===== config.mk =====
export PLATFORM = sky130hd
export DESIGN_NAME = adc_spi_responder
export DESIGN_NICKNAME = d
export VERILOG_FILES = /design/src/rtl/adc_spi_responder.sv
export SDC_FILE = /design/constraint.sdc
export NUM_CORES = 1
export LEC_CHECK = 0
export BUFFER_PORTS_ARGS = -buffer_cell sky130_fd_sc_hd__buf_4
export CORE_AREA = 4 4 95 97
export CTS_BUF_LIST = sky130_fd_sc_hd__clkbuf_16
export CTS_CLUSTER_SIZE = 28
export DETAILED_ROUTE_END_ITERATION = 8
export DIE_AREA = 0 0 99 101
export PLACE_DENSITY = 0.55
export SYNTH_ARGS = -nofsm -noshare
export SYNTH_HDL_FRONTEND = slang
export SYNTH_SLANG_ARGS = --single-unit

===== constraint.sdc =====
create_clock -name clk -period 1.9 [get_ports clk]
set_clock_uncertainty 0.15 [all_clocks]
set_input_delay 0 -clock clk [delete_from_list [all_inputs] [get_ports clk]]
set_output_delay 0 -clock clk [all_outputs]
set_load 0.02 [all_outputs]

===== src/rtl/adc_spi_responder.sv =====
`timescale 1ns/1ps
`default_nettype none
// ============================================================================
//  Module   : adc_spi_responder
//  Brief    : ADC128S022-style SPI slave emulator. Serves programmable 12-bit
//             channel values to an SPI master and captures the channel address
//             for the following frame.
//  Revision : 1.0  initial release
// ============================================================================
module adc_spi_responder #(
    parameter int SYNC_STAGES = 2,
    parameter int DATA_W      = 12
) (
    input  logic                  clk,
    input  logic                  reset,
    input  logic                  adc_cs_n,
    input  logic                  adc_sclk,
    input  logic                  adc_saddr,
    output logic                  adc_sdat,
    input  logic [8*DATA_W-1:0]   ch_value,
    output logic                  frame_done,
    output logic                  frame_error,
    output logic [2:0]            cur_channel
);

    localparam int FRAME_W = 4 + DATA_W;
    localparam int CNT_W   = $clog2(FRAME_W + 2);

    localparam logic [CNT_W-1:0] c_cnt_full = CNT_W'(FRAME_W);
    localparam logic [CNT_W-1:0] c_cnt_sat  = CNT_W'(FRAME_W + 1);

    localparam logic [0:0] c_st_idle  = 1'b0;
    localparam logic [0:0] c_st_shift = 1'b1;

    logic [SYNC_STAGES-1:0] r_cs_sync;
    logic [SYNC_STAGES-1:0] r_sclk_sync;
    logic [SYNC_STAGES-1:0] r_saddr_sync;
    logic [SYNC_STAGES-1:0] r_vld;
    logic                   r_cs_d;
    logic                   r_sclk_d;

    logic [0:0]             r_state;
    logic [CNT_W-1:0]       r_count;
    logic [FRAME_W-1:0]     r_shift;
    logic [2:0]             r_addr_cap;
    logic [2:0]             r_cur_channel;
    logic                   r_sdat;
    logic                   r_done;
    logic                   r_error;
    logic                   r_armed;

    logic                   w_cs;
    logic                   w_sclk;
    logic                   w_saddr;
    logic                   w_cs_fall;
    logic                   w_cs_rise;
    logic                   w_sclk_fall;
    logic                   w_sclk_rise;
    logic [DATA_W-1:0]      w_ch_sel;

    assign w_cs        = r_cs_sync[SYNC_STAGES-1];
    assign w_sclk      = r_sclk_sync[SYNC_STAGES-1];
    assign w_saddr     = r_saddr_sync[SYNC_STAGES-1];
    assign w_cs_fall   = r_cs_d & ~w_cs;
    assign w_cs_rise   = ~r_cs_d & w_cs;
    assign w_sclk_fall = r_sclk_d & ~w_sclk;
    assign w_sclk_rise = ~r_sclk_d & w_sclk;
    assign w_ch_sel    = ch_value[r_cur_channel*DATA_W +: DATA_W];

    assign adc_sdat    = r_sdat;
    assign frame_done  = r_done;
    assign frame_error = r_error;
    assign cur_channel = r_cur_channel;

    // Pin synchronizers plus one edge-detect flop; r_vld marks when the chain
    // carries post-reset pin samples rather than reset values.
    always_ff @(posedge clk) begin
        if (reset) begin
            r_cs_sync    <= '1;
            r_sclk_sync  <= '1;
            r_saddr_sync <= '0;
            r_vld        <= '0;
            r_cs_d       <= 1'b1;
            r_sclk_d     <= 1'b1;
        end else begin
            r_cs_sync    <= {r_cs_sync[SYNC_STAGES-2:0], adc_cs_n};
            r_sclk_sync  <= {r_sclk_sync[SYNC_STAGES-2:0], adc_sclk};
            r_saddr_sync <= {r_saddr_sync[SYNC_STAGES-2:0], adc_saddr};
            r_vld        <= {r_vld[SYNC_STAGES-2:0], 1'b1};
            r_cs_d       <= w_cs;
            r_sclk_d     <= w_sclk;
        end
    end

    // Frame engine: snapshot on cs_n fall, count/capture on rises, shift on
    // falls, judge the frame on cs_n rise (which overrides any same-cycle edge).
    always_ff @(posedge clk) begin
        if (reset) begin
            r_state       <= c_st_idle;
            r_count       <= '0;
            r_shift       <= '0;
            r_addr_cap    <= 3'd0;
            r_cur_channel <= 3'd0;
            r_sdat        <= 1'b0;
            r_done        <= 1'b0;
            r_error       <= 1'b0;
            r_armed       <= 1'b0;
        end else begin
            r_done  <= 1'b0;
            r_error <= 1'b0;
            // A cs_n that was already low at reset release must first be seen
            // high before a fall can open a frame.
            if (!r_armed && r_vld[SYNC_STAGES-1] && w_cs) begin
                r_armed <= 1'b1;
            end
            if (r_state == c_st_idle) begin
                if (r_armed && w_cs_fall) begin
                    r_state    <= c_st_shift;
                    r_shift    <= {4'b0000, w_ch_sel};
                    r_sdat     <= 1'b0;
                    r_count    <= '0;
                    r_addr_cap <= r_cur_channel;
                end
            end else begin
                if (w_cs_rise) begin
                    r_state <= c_st_idle;
                    if (r_count == c_cnt_full) begin
                        r_done        <= 1'b1;
                        r_cur_channel <= r_addr_cap;
                    end else begin
                        r_error <= 1'b1;
                    end
                    r_sdat  <= 1'b0;
                    r_count <= '0;
                end else if (w_sclk_rise) begin
                    if (r_count != c_cnt_sat) begin
                        r_count <= r_count + CNT_W'(1);
                    end
                    if (r_count == CNT_W'(2)) r_addr_cap[2] <= w_saddr;
                    if (r_count == CNT_W'(3)) r_addr_cap[1] <= w_saddr;
                    if (r_count == CNT_W'(4)) r_addr_cap[0] <= w_saddr;
                end else if (w_sclk_fall && (r_count != '0)) begin
                    r_shift <= {r_shift[FRAME_W-2:0], 1'b0};
                    r_sdat  <= r_shift[FRAME_W-2];
                end
            end
        end
    end

endmodule
`default_nettype wire


# Word-level counts from Yosys, hierarchy flattened
# Index checks and enable logic that the tools add are counted.
# op_classes
n_shift	1
n_bitwise	10
mul	1
n_div	0
n_eq_ne	16
n_lt_le_gt_ge	0
add_sub_neg	1
reduce_logical	15
mux	28
# op_table
cell	n
$shiftx A96 B8 Y12	1
$mux W15	5
$mux W5	5
$reduce_and A4 Y1	4
$mux W1	14
$mux W3	4
$eq A5 B2 Y1 const B	2
$ne A2 B1 Y1 const B	5
$ne A3 B1 Y1 const B	3
$reduce_and A3 Y1	3
$not A1 Y1	6
$add A5 B1 Y5 const B	1
$eq A5 B3 Y1 const B	1
$eq A5 B5 Y1 const B	1
$mul A3 B2 Y5 const B	1
$ne A5 B5 Y1 const B	1
$reduce_bool A5 Y1	1
$and A1 B1 Y1	4
$logic_and A1 B1 Y1	4
$ne A2 B2 Y1 const B	2
$ne A3 B3 Y1 const B	1
$reduce_or A3 Y1	1
$reduce_bool A2 Y1	1
$logic_not A1 Y1	1
# totals
elab_cells	90
ff_bits	41
romBits	0
latchBits	0
n_memories	0
inputBits	101
ramBits	0

# Logic depth before layout (Yosys ltp)
# logic_depth
word_depth	7
mapped_depth	7
depth_no_buf	6

# Worst setup path after synthesis
# OpenSTA, ideal clock, no wires.
# synth_timing
kind	flip-flop to flip-flop
start	register r_cur_channel[1] (netlist: cur_channel[1])
end	register r_shift[1]
arrival_ps	1937
setup_slack_ps	-309
setup_ps	123
path_stages_with_launch	7
path_cell_list	dfxtp_1 buf_2 buf_2 mux4_2 inv_1 o22ai_1 a221o_2
# synth_via
elab_chain_cells	4
# synth_rtl
element	line	text
start, declared	46	logic [2:0] r_cur_channel;
start signal, assigned	129	r_cur_channel <= r_addr_cap;
$mul A3 B2 Y5	68	assign w_ch_sel = ch_value[r_cur_channel*DATA_W +: DATA_W];
$shiftx A96 B8 Y12	68	
$mux W15	117	if (r_armed && w_cs_fall) begin
$mux W15	116	if (r_state == c_st_idle) begin
end signal, assigned	119	r_shift <= {4'b0000, w_ch_sel};
end signal, assigned	143	r_shift <= {r_shift[FRAME_W-2:0], 1'b0};
end, declared	44	logic [FRAME_W-1:0] r_shift;
# Every way passes these cells. The select of a mux whose other input is x is not followed.
# A chain may end at the register's enable or synchronous reset.

# Final worst setup path
# layout_timing
start	register r_count[1]
end	register r_shift[2]
# layout_via
elab_chain_cells	4
# layout_rtl
element	line	text
start, declared	43	logic [CNT_W-1:0] r_count;
start signal, assigned	137	r_count <= r_count + CNT_W'(1);
$reduce_bool A5 Y1	142	end else if (w_sclk_fall && (r_count != '0)) begin
$logic_and A1 B1 Y1	142	
$ne A2 B1 Y1 (no source line)	-	
$reduce_and A4 Y1 (no source line)	-	
# Every way passes these cells.

==> flow_summary.yaml <==
global_routing:
  gr-total-overflow: 0
  grt_use_total: 0.1392
  grt_pass1_wl_microns: 11170
  antenna_found_initial: 0
  grt_max_degree: 18
  grt_pass1_vias: 2266
route:
  ant_nets: 0
  vias: 2259
  drt_wl_total_microns: 7130
  drtIter0Drc: 65
  drc_errors: 0
  first_pass_iters: 4
  vias_per_cell: 4.911
  wire_per_inst_microns: 15.50
critical_path:
  critPathSlowestCell: "or4b_4"
  crit_path_start: "r_count[1]"
  r2r-start: "r_count[1]"
  worst_setup_path_end_kind: "flip-flop"
  critPathBufInv: 2
  cp_slowest_stage_delay_ns: 0.47
  start_kind: "flip-flop"
  crit_arrival_ns: 1.99
  worstSetupPathType: "flip-flop to flip-flop"
  cp_top_family: "simple AND/OR/NAND/NOR gates"
  cp_cell_sequence: "inv_2 -> ha_4 -> or4b_4 -> and4_4 -> nor3_4 -> buf_12 -> a221o_1"
  worstPathMaxFanout: 12
  critPathRequiredTime_ns: 1.97
floorplan:
  die_w_microns: 99
  design.core.area_sq_mm: 0.008134
  die_area_sq_mm: 0.009999
  io_pins: 107
  initial_core_util: 0.2940
  die_y_microns: 101
  num_rows: 33
logic_synthesis:
  synth_edf_count: 0
  synth_ff_type: "dfxtp_1"
  ys_types: 43
  post-synth-top-area-cell: "dfxtp_1"
  synth_cells: 226
  synth_most_common_cell: "dfxtp_1"
  synth.avg_cell_area_sq_um: 10.58
  synth_top_cell_area_share: 0.3433
  yosys_warnings: 0
  synth_fp_nets: 331
  yosys-top-cells-area: "dfxtp_1 (34%), mux4_2 (23%), inv_1 (4.2%), a221o_1 (4.2%), o22ai_1 (3.4%)"
  async_flop_share: 0
  synthTopCellsByCount: "dfxtp_1 (41), inv_1 (27), mux4_2 (24)"
  synth_area_sq_mm: 0.002391
  synth-seq-area-share: 0.3433
  yosys_register_bits: 41
sta:
  rsz0062_at_grt: "yes"
  relSlewSlack: 0.7103
  period_share: 1.006
  worst_slew_pin_slew_ns: 0.4340
  hold_viol: 0
  slew_violations: 0
  setup_ws_ns: -0.01096
  fin_tns_setup_ns: -0.03278
  fmax_mhz: 523.3
  timing.hold.ws_ns: 0.1678
  setup_viol: 7
  period_minus_slack_ns: 1.911
clocking:
  postCtsSetupBuffers: 0
  numCtsBuffers: 5
  clkTransAtPathRegs_ns: 0.06
  htree_levels: 2
  root_buffer: "clkbuf_16"
  clock_latency_ns: 0.28
  cts.path.max_buffers: 2
  cts_tree: "yes"
  clkSinkCount: 41
layout:
  fill_cells: 771
  stdcell_count: 460
  fin_nets: 459
  syn2layout_area_growth_pct: 55.57
  seq_area_sq_um: 825.8
  drive_above_1_share: 0.5324
  antenna_cells: 0
  multi_input_area_sq_mm: 0.001410
pwr:
  ir_worst_vdd_mv: 0.2812
  power_leakage_nw: 1.622
  power_density_mw_per_mm2: 531.7
  total_power_mw: 1.978
placement:
  dp_hpwl_microns: 5820
  portBuffers: 106
  dpl.cell_count: 447
  place.gp.congestion: 0.7829
run_status:
  status: "finished, violations left"
  violations: "setup timing"
run:
  cap_violations: 0
hold_path:
  hold_path_class: "input pin to flip-flop"
  hp-start: "ch_value[59]"
cell usage in the layout (no fill, tap or decap), drive strengths merged, types with 3 or more instances in the layout:
| cell | n |
|---|---|
| mux4 | 24 |
| dfxtp | 41 |
| a21oi | 13 |
| nor2 | 13 |
| a221o | 11 |
| nor2b | 6 |
| nand2 | 5 |
| or2 | 6 |
| nand3 | 8 |
| buf | 131 |
| ha | 4 |
| nand2b | 3 |
| o21ai | 3 |
| or3 | 3 |
| dlygate4sd3 | 5 |
| clkbuf | 5 |
| inv | 27 |
| mux2i | 4 |
| o22ai | 13 |
cell type report:
type / count / share of cell area
clock buffers: 5 / 0.03364
clock inverters: 3 / 0.004709
inverters: 27 / 0.02725
multi-input cells: 143 / 0.3791
flip-flops and latches: 41 / 0.2220
well taps: 105 / 0.03532
repair buffers: 136 / 0.2980
worst paths after layout:
check / to / slack, ns / cells past startpoint
worst max register to register: r_shift[2] / -0.01 / 7
worst max-delay path: r_shift[2] / -0.01 / 7
worst min register to register: r_sclk_sync[1] / 0.26 / 1
worst min-delay path: r_shift[11] / 0.17 / 5
layer usage:
layer  global-route usage  wire (microns)  vias to the layer above
met5                    0               0                        -
met4              0.04097              71                        0
met3              0.03391             313                        6
met2               0.2113            3490                       47
met1               0.1962            3255                     1087
li1                     -               -                     1119
per-stage QoR:
stage / cell area [sq um] / util / worst slack [ns]
finish: 3720 / 0.4573 / -0.01096
global route: 3720 / 0.4573 / -0.07265
CTS: 3699 / 0.4547 / -0.01598
detailed placement: 3516 / 0.4322 / -0.01123
global placement: 3516 / 0.4322 / 0.03110
floorplan: 2427 / - / 0.009817
tightest hold or removal path, stage by stage:
cell and delay, ns:
buf_4 0.07, mux4_2 0.21, inv_1 0.05, o22ai_1 0.11, a221o_1 0.12
power breakdown:
part	internal (mW)	total (mW)	switching [mW]
clock	0.481	0.813	0.332
combinational	0.202	0.279	0.0773
sequential	0.876	0.886	0.0102
repair_timing:
action / 4_1_cts / 5_1_grt
endpoints found under the hold margin: 12 / 8
pin swaps: 1 / 1
endpoints found under the setup margin: 11 / 15
hold buffers: 4 / 1
resized for setup: 0 / 4
flip-flops by register name (all words and copies together) (netlist names):
register / cells
r_shift: 15
r_state: 1
cur_channel: 3
r_armed: 1
r_cs_sync: 2
r_cs_d: 1
r_sclk_d: 1
r_saddr_sync: 2
frame_error: 1
adc_sdat: 1
r_addr_cap: 3
r_count: 5
r_sclk_sync: 2
frame_done: 1
r_vld: 2
cell families (layout without fill, tap and decap cells):
| family | Yosys count | count (layout) | share of synthesized area |
|---|---|---|---|
| AND/OR/NAND/NOR | 60 | 60 | 0.1575 |
| AO/OA/AOI/OAI | 49 | 49 | 0.1497 |
| buffers and inverters | 42 | 171 | 0.07745 |
| flip-flops | 41 | 41 | 0.3433 |
| multiplexers | 29 | 29 | 0.2475 |
| adder cells (fa/ha/maj) | 4 | 4 | 0.02093 |
| XOR/XNOR | 1 | 1 | 0.003664 |
Note: power is estimated with default switching activity, not from simulation.
